**src/rtl/uart_tx_pkg.sv**
```systemverilog
// Shared types and constants for the UART transmit path.
package uart_tx_pkg;

  typedef enum logic [2:0] {
    ST_IDLE,
    ST_START,
    ST_DATA,
    ST_PARITY,
    ST_STOP
  } tx_state_e;

  localparam int PAR_NONE = 0;
  localparam int PAR_ODD  = 1;
  localparam int PAR_EVEN = 2;

  // Clocks per bit, rounded to nearest.
  function automatic int calc_mod(input int f, input int baud);
    return (f + baud / 2) / baud;
  endfunction

endpackage

```
**src/rtl/uart_tx_counter.sv**
```systemverilog
// Free-running modulo-N counter with synchronous clear and count enable.
module uart_tx_counter #(
  parameter int N = 10,
  parameter int W = $clog2(N)
) (
  input  logic         clk,
  input  logic         rst,
  input  logic         ce,
  input  logic         clr,
  output logic [W-1:0] count
);

  localparam logic [W-1:0] LAST = W'(N - 1);

  always_ff @(posedge clk or posedge rst) begin
    if (rst)
      count <= '0;
    else if (clr)
      count <= '0;
    else if (ce)
      count <= (count == LAST) ? '0 : count + 1'b1;
  end

endmodule

```
**src/rtl/uart_tx.sv**
```systemverilog
// UART transmitter: valid/ready byte stream in, 8-bit frame with optional
// parity and 1 or 2 stop bits out on a registered, idle-high line.
module uart_tx
  import uart_tx_pkg::*;
#(
  parameter int F         = 8000000,
  parameter int BAUD      = 115200,
  parameter int PARITY    = 0,
  parameter int STOP_BITS = 1
) (
  input  logic       clk,
  input  logic       rst,
  input  logic [7:0] tx_data,
  input  logic       tx_valid,
  output logic       tx_ready,
  output logic       tx,
  output logic       busy
);

  localparam int MOD = calc_mod(F, BAUD);
  localparam int TW  = $clog2(MOD);
  localparam logic [TW-1:0] BIT_LAST = TW'(MOD - 1);

  if (MOD < 2 || PARITY < PAR_NONE || PARITY > PAR_EVEN ||
      (STOP_BITS != 1 && STOP_BITS != 2)) begin : g_bad_params
    $error("uart_tx: illegal parameters MOD=%0d PARITY=%0d STOP_BITS=%0d",
           MOD, PARITY, STOP_BITS);
  end

  tx_state_e     state, state_nx;
  logic [TW-1:0] timer;
  logic          bit_end;
  logic [2:0]    bit_idx, bit_idx_nx;
  logic          stop_cnt, stop_last;
  logic [7:0]    data_q, data_nx;
  logic          par_q, par_nx;
  logic          accept;
  logic          tx_nx;

  function automatic logic frame_parity(input logic [7:0] d);
    return (^d) ^ (PARITY == PAR_ODD);
  endfunction

  // Bit timer restarts whenever the state changes.
  uart_tx_counter #(.N(MOD), .W(TW)) u_bit_timer (
    .clk   (clk),
    .rst   (rst),
    .ce    (1'b1),
    .clr   (state_nx != state),
    .count (timer)
  );

  assign bit_end   = (timer == BIT_LAST);
  assign stop_last = (int'(stop_cnt) == STOP_BITS - 1);

  always_ff @(posedge clk or posedge rst) begin
    if (rst)
      state <= ST_IDLE;
    else
      state <= state_nx;
  end

  always_comb begin
    state_nx = state;
    unique case (state)
      ST_IDLE:   if (tx_valid) state_nx = ST_START;
      ST_START:  if (bit_end) state_nx = ST_DATA;
      ST_DATA:   if (bit_end && bit_idx == 3'd7)
                   state_nx = (PARITY != PAR_NONE) ? ST_PARITY : ST_STOP;
      ST_PARITY: if (bit_end) state_nx = ST_STOP;
      ST_STOP:   if (bit_end && stop_last)
                   state_nx = tx_valid ? ST_START : ST_IDLE;
      default:   state_nx = ST_IDLE;
    endcase
  end

  // The line level is computed for the state being entered so tx moves
  // on the same edge as the state change.
  always_comb begin
    tx_ready   = (state == ST_IDLE) || (state == ST_STOP && stop_last && bit_end);
    busy       = (state != ST_IDLE);
    accept     = tx_valid && tx_ready;
    data_nx    = accept ? tx_data : data_q;
    par_nx     = accept ? frame_parity(tx_data) : par_q;
    bit_idx_nx = bit_idx;
    if (accept)
      bit_idx_nx = 3'd0;
    else if (state == ST_DATA && bit_end)
      bit_idx_nx = bit_idx + 3'd1;
    tx_nx = 1'b1;
    case (state_nx)
      ST_START:  tx_nx = 1'b0;
      ST_DATA:   tx_nx = data_nx[bit_idx_nx];
      ST_PARITY: tx_nx = par_nx;
      default:   tx_nx = 1'b1;
    endcase
  end

  always_ff @(posedge clk or posedge rst) begin
    if (rst) begin
      bit_idx  <= 3'd0;
      stop_cnt <= 1'b0;
      tx       <= 1'b1;
    end else begin
      bit_idx <= bit_idx_nx;
      tx      <= tx_nx;
      if (state == ST_STOP && bit_end)
        stop_cnt <= ~stop_last;
    end
  end

  always_ff @(posedge clk) begin
    data_q <= data_nx;
    par_q  <= par_nx;
  end

endmodule

```
**config.mk**
```make
export PLATFORM = sky130hd
export DESIGN_NAME = uart_tx
export DESIGN_NICKNAME = d
export VERILOG_FILES = /design/src/rtl/uart_tx_pkg.sv /design/src/rtl/uart_tx_counter.sv /design/src/rtl/uart_tx.sv
export SDC_FILE = /design/constraint.sdc
export NUM_CORES = 1
export LEC_CHECK = 0
export ABC_AREA = 0
export CORE_MARGIN = 2
export CORE_UTILIZATION = 50
export CTS_CLUSTER_SIZE = 40
export DETAILED_ROUTE_END_ITERATION = 8
export GPL_ROUTABILITY_DRIVEN = 0
export PLACE_DENSITY = 0.83
export SKIP_CTS_REPAIR_TIMING = 1
export SLEW_MARGIN = 20
export SYNTH_ARGS = -nofsm -noshare
export SYNTH_HDL_FRONTEND = slang
export SYNTH_SLANG_ARGS = --single-unit
```
**constraint.sdc**
```tcl
create_clock -name clk -period 4.4 [get_ports clk]
set_clock_uncertainty 0.2 [all_clocks]
set_input_delay 0.66 -clock clk [delete_from_list [all_inputs] [get_ports clk]]
set_output_delay 0.66 -clock clk [all_outputs]
set_load 0.005 [all_outputs]
```
==> metrics.md, run 1 <==
| Metric | Value |
|---|---|
| Multi-input gate area | `782 µm²` |
| Lkg Pwr | `0.639 nW` |
| PortBufs | `13` |
| FF+latch count, synth | `23` |
| Slew headroom | `61.6%` |
| Clock transition at path regs | `0.14 ns` |
| Total GRT Usage | `18.8%` |
| Post-route cell area | `1520 µm²` |
| Num CTS Buffers | `3` |
| Io pins | `14` |
| Min Tclk post-route | `2.97 ns` |
| Fin nets | `163` |
| CTS sink cnt | `23` |
| Average size of a mapped cell | `10.1 µm²` |
| Detailed placement HPWL | `2010 µm` |
| Final Cycle Share | `67.6%` |
| Final Max Slew Viols | `0` |
| R2R setup slack | `1.99 ns` |
| Rows | `18` |
| Die span in x | `56.0 µm` |
| Ys Warns | `0` |
| Grt total ovfl | `0` |
| Largest net degree at the start of global routing | `17` |
| CTS tree | `yes` |
| Max Buffers Root-to-Sink | `2` |
| Routed vias/inst | `5.89` |
| Peak VDD IR | `0.000206 V` |
| Routed len/inst | `14.8 µm` |
| Cell accounting for the most synthesized area | `dfrtp_1` |
| DP Worst Slack | `1.55 ns` |
| Drt drc | `0` |
| Worst setup EP type | `output port` |
| Total Neg Setup Slack | `0 ns` |
| Gate Count Post-Synth | `134` |
| Max-cap check violation count | `0` |
| Hold Crit Class | `flip-flop to flip-flop` |
| Area growth syn-to-layout | `12.8%` |
| Cell Area, Synth | `1350 µm²` |
| Arr. time, crit path | `2.11 ns` |
| Critical path fanouts, max | `7` |
| Initial antenna violation count | `0` |
| Final Hold Fails | `0` |
| Startpoint Class | `flip-flop` |
| Least-Margin Pin Slew | `0.575 ns` |
| First-pass detailed-route iteration total | `4` |
| Top cells by area, synth | `dfrtp_1, dfxtp_1, mux2_2, xnor2_1, nor2_1` |
| Number of unique standard cell types used by synthesis | `42` |
| Fillers | `225` |
| First-pass GRT wire length | `4610 µm` |
| DRC marker count from the first detailed-route iteration | `23` |
| Clk root buf | `clkbuf_4` |
| Pwr dens | `237 nW/µm²` |
| Required @ worst endpoint | `3.54 ns` |
| Total wire length | `2630 µm` |
| Ant. Diodes | `0` |
| Register area | `532 µm²` |
| Htree depth | `1` |
| Antenna-violating nets left | `0` |
| Core area | `2520 µm²` |
| Status | `complete, no violations` |
| Max frequency | `336 MHz` |
| Vias | `1042` |
| Setup CP Type | `flip-flop to output port` |
| Die Area | `3130 µm²` |
| Worst setup margin | `1.43 ns` |
| Layout cells sized above 1 | `17.7%` |
| Via count of the first global-routing pass | `1078` |
| Sequential share of the synthesized area | `39.4%` |
| Yosys top cell area share | `24.1%` |
| RSZ-0062 raised after global routing | `false` |
| Setup-failing EPs final | `0` |
| Clk_lat worst skew | `0.32 ns` |
| Syn nets | `149` |
| Area after DPL | `1500 µm²` |
| Min Hold Slack | `0.291 ns` |
| Initial Util | `53.6%` |
| Die H | `56.0 µm` |
-- synth_stat cells --
library cell and instances:
or3b_4 1, buf_4 1, nor4_1 1, nor2_8 2, or4_1 1, dfstp_2 1
mux2i_1 3, nor2_1 16, and3_1 2, and4bb_4 1, mux2_2 12, nor3b_1 1
a31oi_1 1, nand2_1 12, a21oi_1 7, xnor2_1 10, buf_2 3, o21ai_0 2
nor2b_1 2, inv_1 4, nand4_1 1, a32oi_1 1, o21bai_1 1, a211o_1 1
o31ai_1 1, dfrtp_1 13, a22o_1 1, and2b_4 1, nand3_1 4, o41a_1 1
a21boi_2 1, dfxtp_1 9, nand4_4 1, xor2_1 2, or2_2 1, a22oi_1 1
and2_1 2, nor3_1 2, a221o_1 1, ha_1 4, a311oi_2 1, o32ai_1 1
-- power by group --
part           total (W)  switching (W)  internal (W)
clock network   0.000102      0.0000679     0.0000341
registers       0.000221     0.00000400      0.000217
logic          0.0000386      0.0000160     0.0000226
-- cell families (layout without fill, tap and decap cells) --
| family | Yosys count | after routing | synth area share [%] |
|---|---|---|---|
| flops | 23 | 23 | 39.4 |
| fa+ha+maj | 4 | 4 | 3.70 |
| compound gates | 21 | 21 | 11.6 |
| buf+inv | 8 | 21 | 2.78 |
| xor+xnor | 12 | 12 | 7.78 |
| simple gates | 51 | 51 | 22.6 |
| mux | 15 | 15 | 12.2 |
-- flip-flops by register name, indices dropped and copies added, names as in the netlist --
register and flops:
par_q 1, state 3, u_bit_timer.count 7, data_q 8, bit_idx 3, tx 1
-- path summary, 6_finish.rpt --
path                                             end  cells past startpoint                 start
worst max-delay path                        tx_ready                      6  u_bit_timer.count[0]
worst min-delay path                              tx                      2             data_q[1]
worst max register to register                    tx                      8  u_bit_timer.count[0]
worst min register to register                    tx                      2             data_q[1]
max in group asynchronous       u_bit_timer.count[0]                      2                   rst
min in group asynchronous       u_bit_timer.count[5]                      2                   rst
-- through the flow --
| stage | total power [W] | cells | util, % |
|---|---|---|---|
| 6_report | 0.000361 | 177 | 60.4 |
| 5_1_grt | 0.000379 | 177 | 60.4 |
| 4_1_cts | 0.000365 | 177 | 60.4 |
| 3_5_place_dp | 0.000264 | 173 | 59.3 |
| 3_3_place_gp | 0.000263 | 173 | 59.3 |
| 2_1_floorplan | 0.000248 | 134 | - |
-- area by class of cell --
class | count | area share, %
Multi-Input combinational cell | 103 | 51.3
Tap cell | 30 | 2.46
Clock inverter | 1 | 0.328
Sequential cell | 23 | 34.9
Inverter | 4 | 0.985
Clock buffer | 3 | 1.48
Timing Repair Buffer | 13 | 8.54
-- worst max-delay path, cell delays in order (launching register included) --
cell	delay, ns
dfrtp_1	0.41
inv_1	0.06
ha_1	0.20
and4bb_4	0.24
a21boi_2	0.34
nor2_1	0.09
clkdlybuf4s50_1	0.45
-- placed cells by master, fill, tap and decap left out, drive strengths merged, types with 4 or more instances in the layout --
cell	netlist	routed
dfrtp	13	13
inv	4	4
ha	4	4
nand2	12	12
a21oi	7	7
nand3	4	4
mux2	12	12
xnor2	10	10
dfxtp	9	9
clkdlybuf4s50	0	13
nor2	18	18
-- routing by layer --
layer	wire (µm)	global-route usage [%]	vias to the layer above
met5	0	0	-
met1	1170	21.5	516
met2	1330	34.1	18
met4	42	6.80	0
met3	81	3.95	5
li1	-	-	503
Power figures use the tool's default switching activity.
==> inputs of run 2 (changes only) <==
--- a/config.mk
+++ b/config.mk
@@ -11,7 +11,7 @@
 export CTS_CLUSTER_SIZE = 40
 export DETAILED_ROUTE_END_ITERATION = 8
 export GPL_ROUTABILITY_DRIVEN = 0
-export PLACE_DENSITY = 0.83
+export PLACE_DENSITY = 0.85
 export SKIP_CTS_REPAIR_TIMING = 1
 export SLEW_MARGIN = 20
 export SYNTH_ARGS = -nofsm -noshare
==> constraint.sdc (replaced) <==
create_clock -name clk -period 2.4 [get_ports clk]
set_clock_uncertainty 0.2 [all_clocks]
set_input_delay 0.36 -clock clk [delete_from_list [all_inputs] [get_ports clk]]
set_output_delay 0.36 -clock clk [all_outputs]
set_load 0.005 [all_outputs]
==> run 2 against run 1 <==
Net effect: sequential power increased by 84%; first-iteration DRC count increased by 96%; sequential cell count unchanged; register-to-register slack got worse by 1.9 ns; clock power increased by 84%; hold slack got worse by 0.12 ns; critical path depth increased by 3; setup slack got worse by 1.4 ns; power increased by 85%; final area increased by 6.6%; count of clock-buffer cells in the layout increased by 1.
==> metrics.md, run 2 (synthesis gave the netlist of run 1 again) <==
| Metric | Value |
|---|---|
| Core area | `2520 µm²` |
| Routed len/inst | `16.2 µm` |
| Max frequency | `430 MHz` |
| Arr. time, crit path | `2.37 ns` |
| Required @ worst endpoint | `2.45 ns` |
| Critical Path End | `tx` |
| Fin nets | `173` |
| Most common cell after layout, fill and taps aside | `nor2_1` |
| Grt total ovfl | `0` |
| Status | `complete, no violations` |
| Initial antenna violation count | `0` |
| Max-cap check violation count | `0` |
| Min Hold Slack | `0.172 ns` |
| Max Buffers Root-to-Sink | `2` |
| Die H | `56.0 µm` |
| Initial Util | `53.6%` |
| Least-Margin Pin Slew | `0.563 ns` |
| Crit. Startpoint | `u_bit_timer.count[0]` |
| Via count of the first global-routing pass | `1035` |
| Reg2reg end | `tx` |
| Most frequent cells in the layout | `nor2_1, dfrtp_1, nand2_1, mux2_2, clkdlybuf4s50_1` |
| PortBufs | `13` |
| Ant. Diodes | `0` |
| Total Neg Setup Slack | `0 ns` |
| Largest net degree at the start of global routing | `15` |
| Area growth syn-to-layout | `20.2%` |
| Total GRT Usage | `19.5%` |
| Setup CP Type | `flip-flop to flip-flop` |
| First-pass detailed-route iteration total | `4` |
| Final Hold Fails | `0` |
| Lkg Pwr | `0.705 nW` |
| Vias | `1097` |
| Detailed placement HPWL | `2200 µm` |
| R2r startpoint | `u_bit_timer.count[0]` |
| Most flop-heavy register | `data_q` |
| Final core area utilization | `64.4%` |
| Layout cells sized above 1 | `24.8%` |
| Clock transition at path regs | `0.13 ns` |
| Final Max Slew Viols | `0` |
| First-pass GRT wire length | `4750 µm` |
| Setup-failing EPs final | `0` |
| CTS sink cnt | `23` |
| Hold Crit Class | `primary input to async pin` |
| Final Cycle Share | `96.8%` |
| Clk root buf | `clkbuf_4` |
| R2R setup slack | `0.08 ns` |
| Htree depth | `1` |
| Routed vias/inst | `5.87` |
| Min Tclk post-route | `2.32 ns` |
| Startpoint Class | `flip-flop` |
| Clk_lat worst skew | `0.32 ns` |
| Critical path fanouts, max | `5` |
| Rows | `18` |
| Die span in x | `56.0 µm` |
| Peak VDD IR | `0.000352 V` |
| Biggest regs | `data_q (8), u_bit_timer.count (7)` |
| Fillers | `211` |
| Num CTS Buffers | `3` |
| DRC marker count from the first detailed-route iteration | `45` |
| Die Area | `3130 µm²` |
| Worst r2r path cells | `9` |
| Io pins | `14` |
| Antenna-violating nets left | `0` |
| CTS tree | `yes` |
| Drt drc | `0` |
| DP Worst Slack | `0.0234 ns` |
| Pwr Total | `0.000667 W` |
| Total wire length | `3030 µm` |
| Pwr dens | `411 nW/µm²` |
| Worst setup margin | `0.0767 ns` |
| Slew headroom | `62.5%` |
| Max reg flops | `8` |
| Worst setup EP type | `flip-flop` |
==> run 2: worst max-delay path: stages (launching register included) <==
cell and delay (ns):
dfrtp_1 0.40, inv_1 0.06, ha_1 0.19, and4bb_4 0.24, buf_6 0.12, and2_1 0.18
a32oi_2 0.24, a21oi_2 0.06, a221o_1 0.33, a311oi_2 0.24
==> run 2: final cells by class <==
| type | count | area (µm²) | share of cell area, % |
|---|---|---|---|
| flip-flops and latches | 23 | 532 | 32.7 |
| clock buffers | 4 | 26.3 | 1.62 |
| multi-input cells | 103 | 802 | 49.4 |
| well taps | 30 | 37.5 | 2.31 |
| inverters | 4 | 15.0 | 0.924 |
| repair buffers | 23 | 211 | 13.0 |
==> run 2: power breakdown <==
group / switching (W) / internal [W] / leakage [nW] / total [W]
combinational: 0.0000314 / 0.0000417 / 0.452 / 0.0000731
sequential: 0.00000896 / 0.000397 / 0.237 / 0.000406
clock: 0.000123 / 0.0000652 / 0.0150 / 0.000188
total: 0.000163 / 0.000504 / 0.705 / 0.000667
==> run 2: how the worst min path moves through the flow <==
| stage | from | end | cells after the start |
|---|---|---|---|
| 2_1_floorplan | rst | bit_idx[0] | 1 |
| 3_3_place_gp | data_q[1] | tx | 2 |
| 3_5_place_dp | data_q[1] | tx | 2 |
| 4_1_cts | rst | u_bit_timer.count[5] | 2 |
| 5_1_grt | rst | u_bit_timer.count[5] | 2 |
| 6_report | rst | u_bit_timer.count[5] | 2 |
==> run 2: per-stage QoR <==
| step | area (µm²) | instances |
|---|---|---|
| global route | 1620 | 187 |
| detailed placement | 1530 | 178 |
| floorplan | 1350 | 134 |
| global placement | 1530 | 178 |
| finish | 1620 | 187 |
| CTS | 1560 | 182 |
==> run 2: metal layers <==
| layer | GRT usage, % | share of wire [%] |
|---|---|---|
| met2 | 31.9 | 52 |
| met5 | 0 | 0 |
| met3 | 3.02 | 3.9 |
| met4 | 12.6 | 2.8 |
| met1 | 23.6 | 41 |
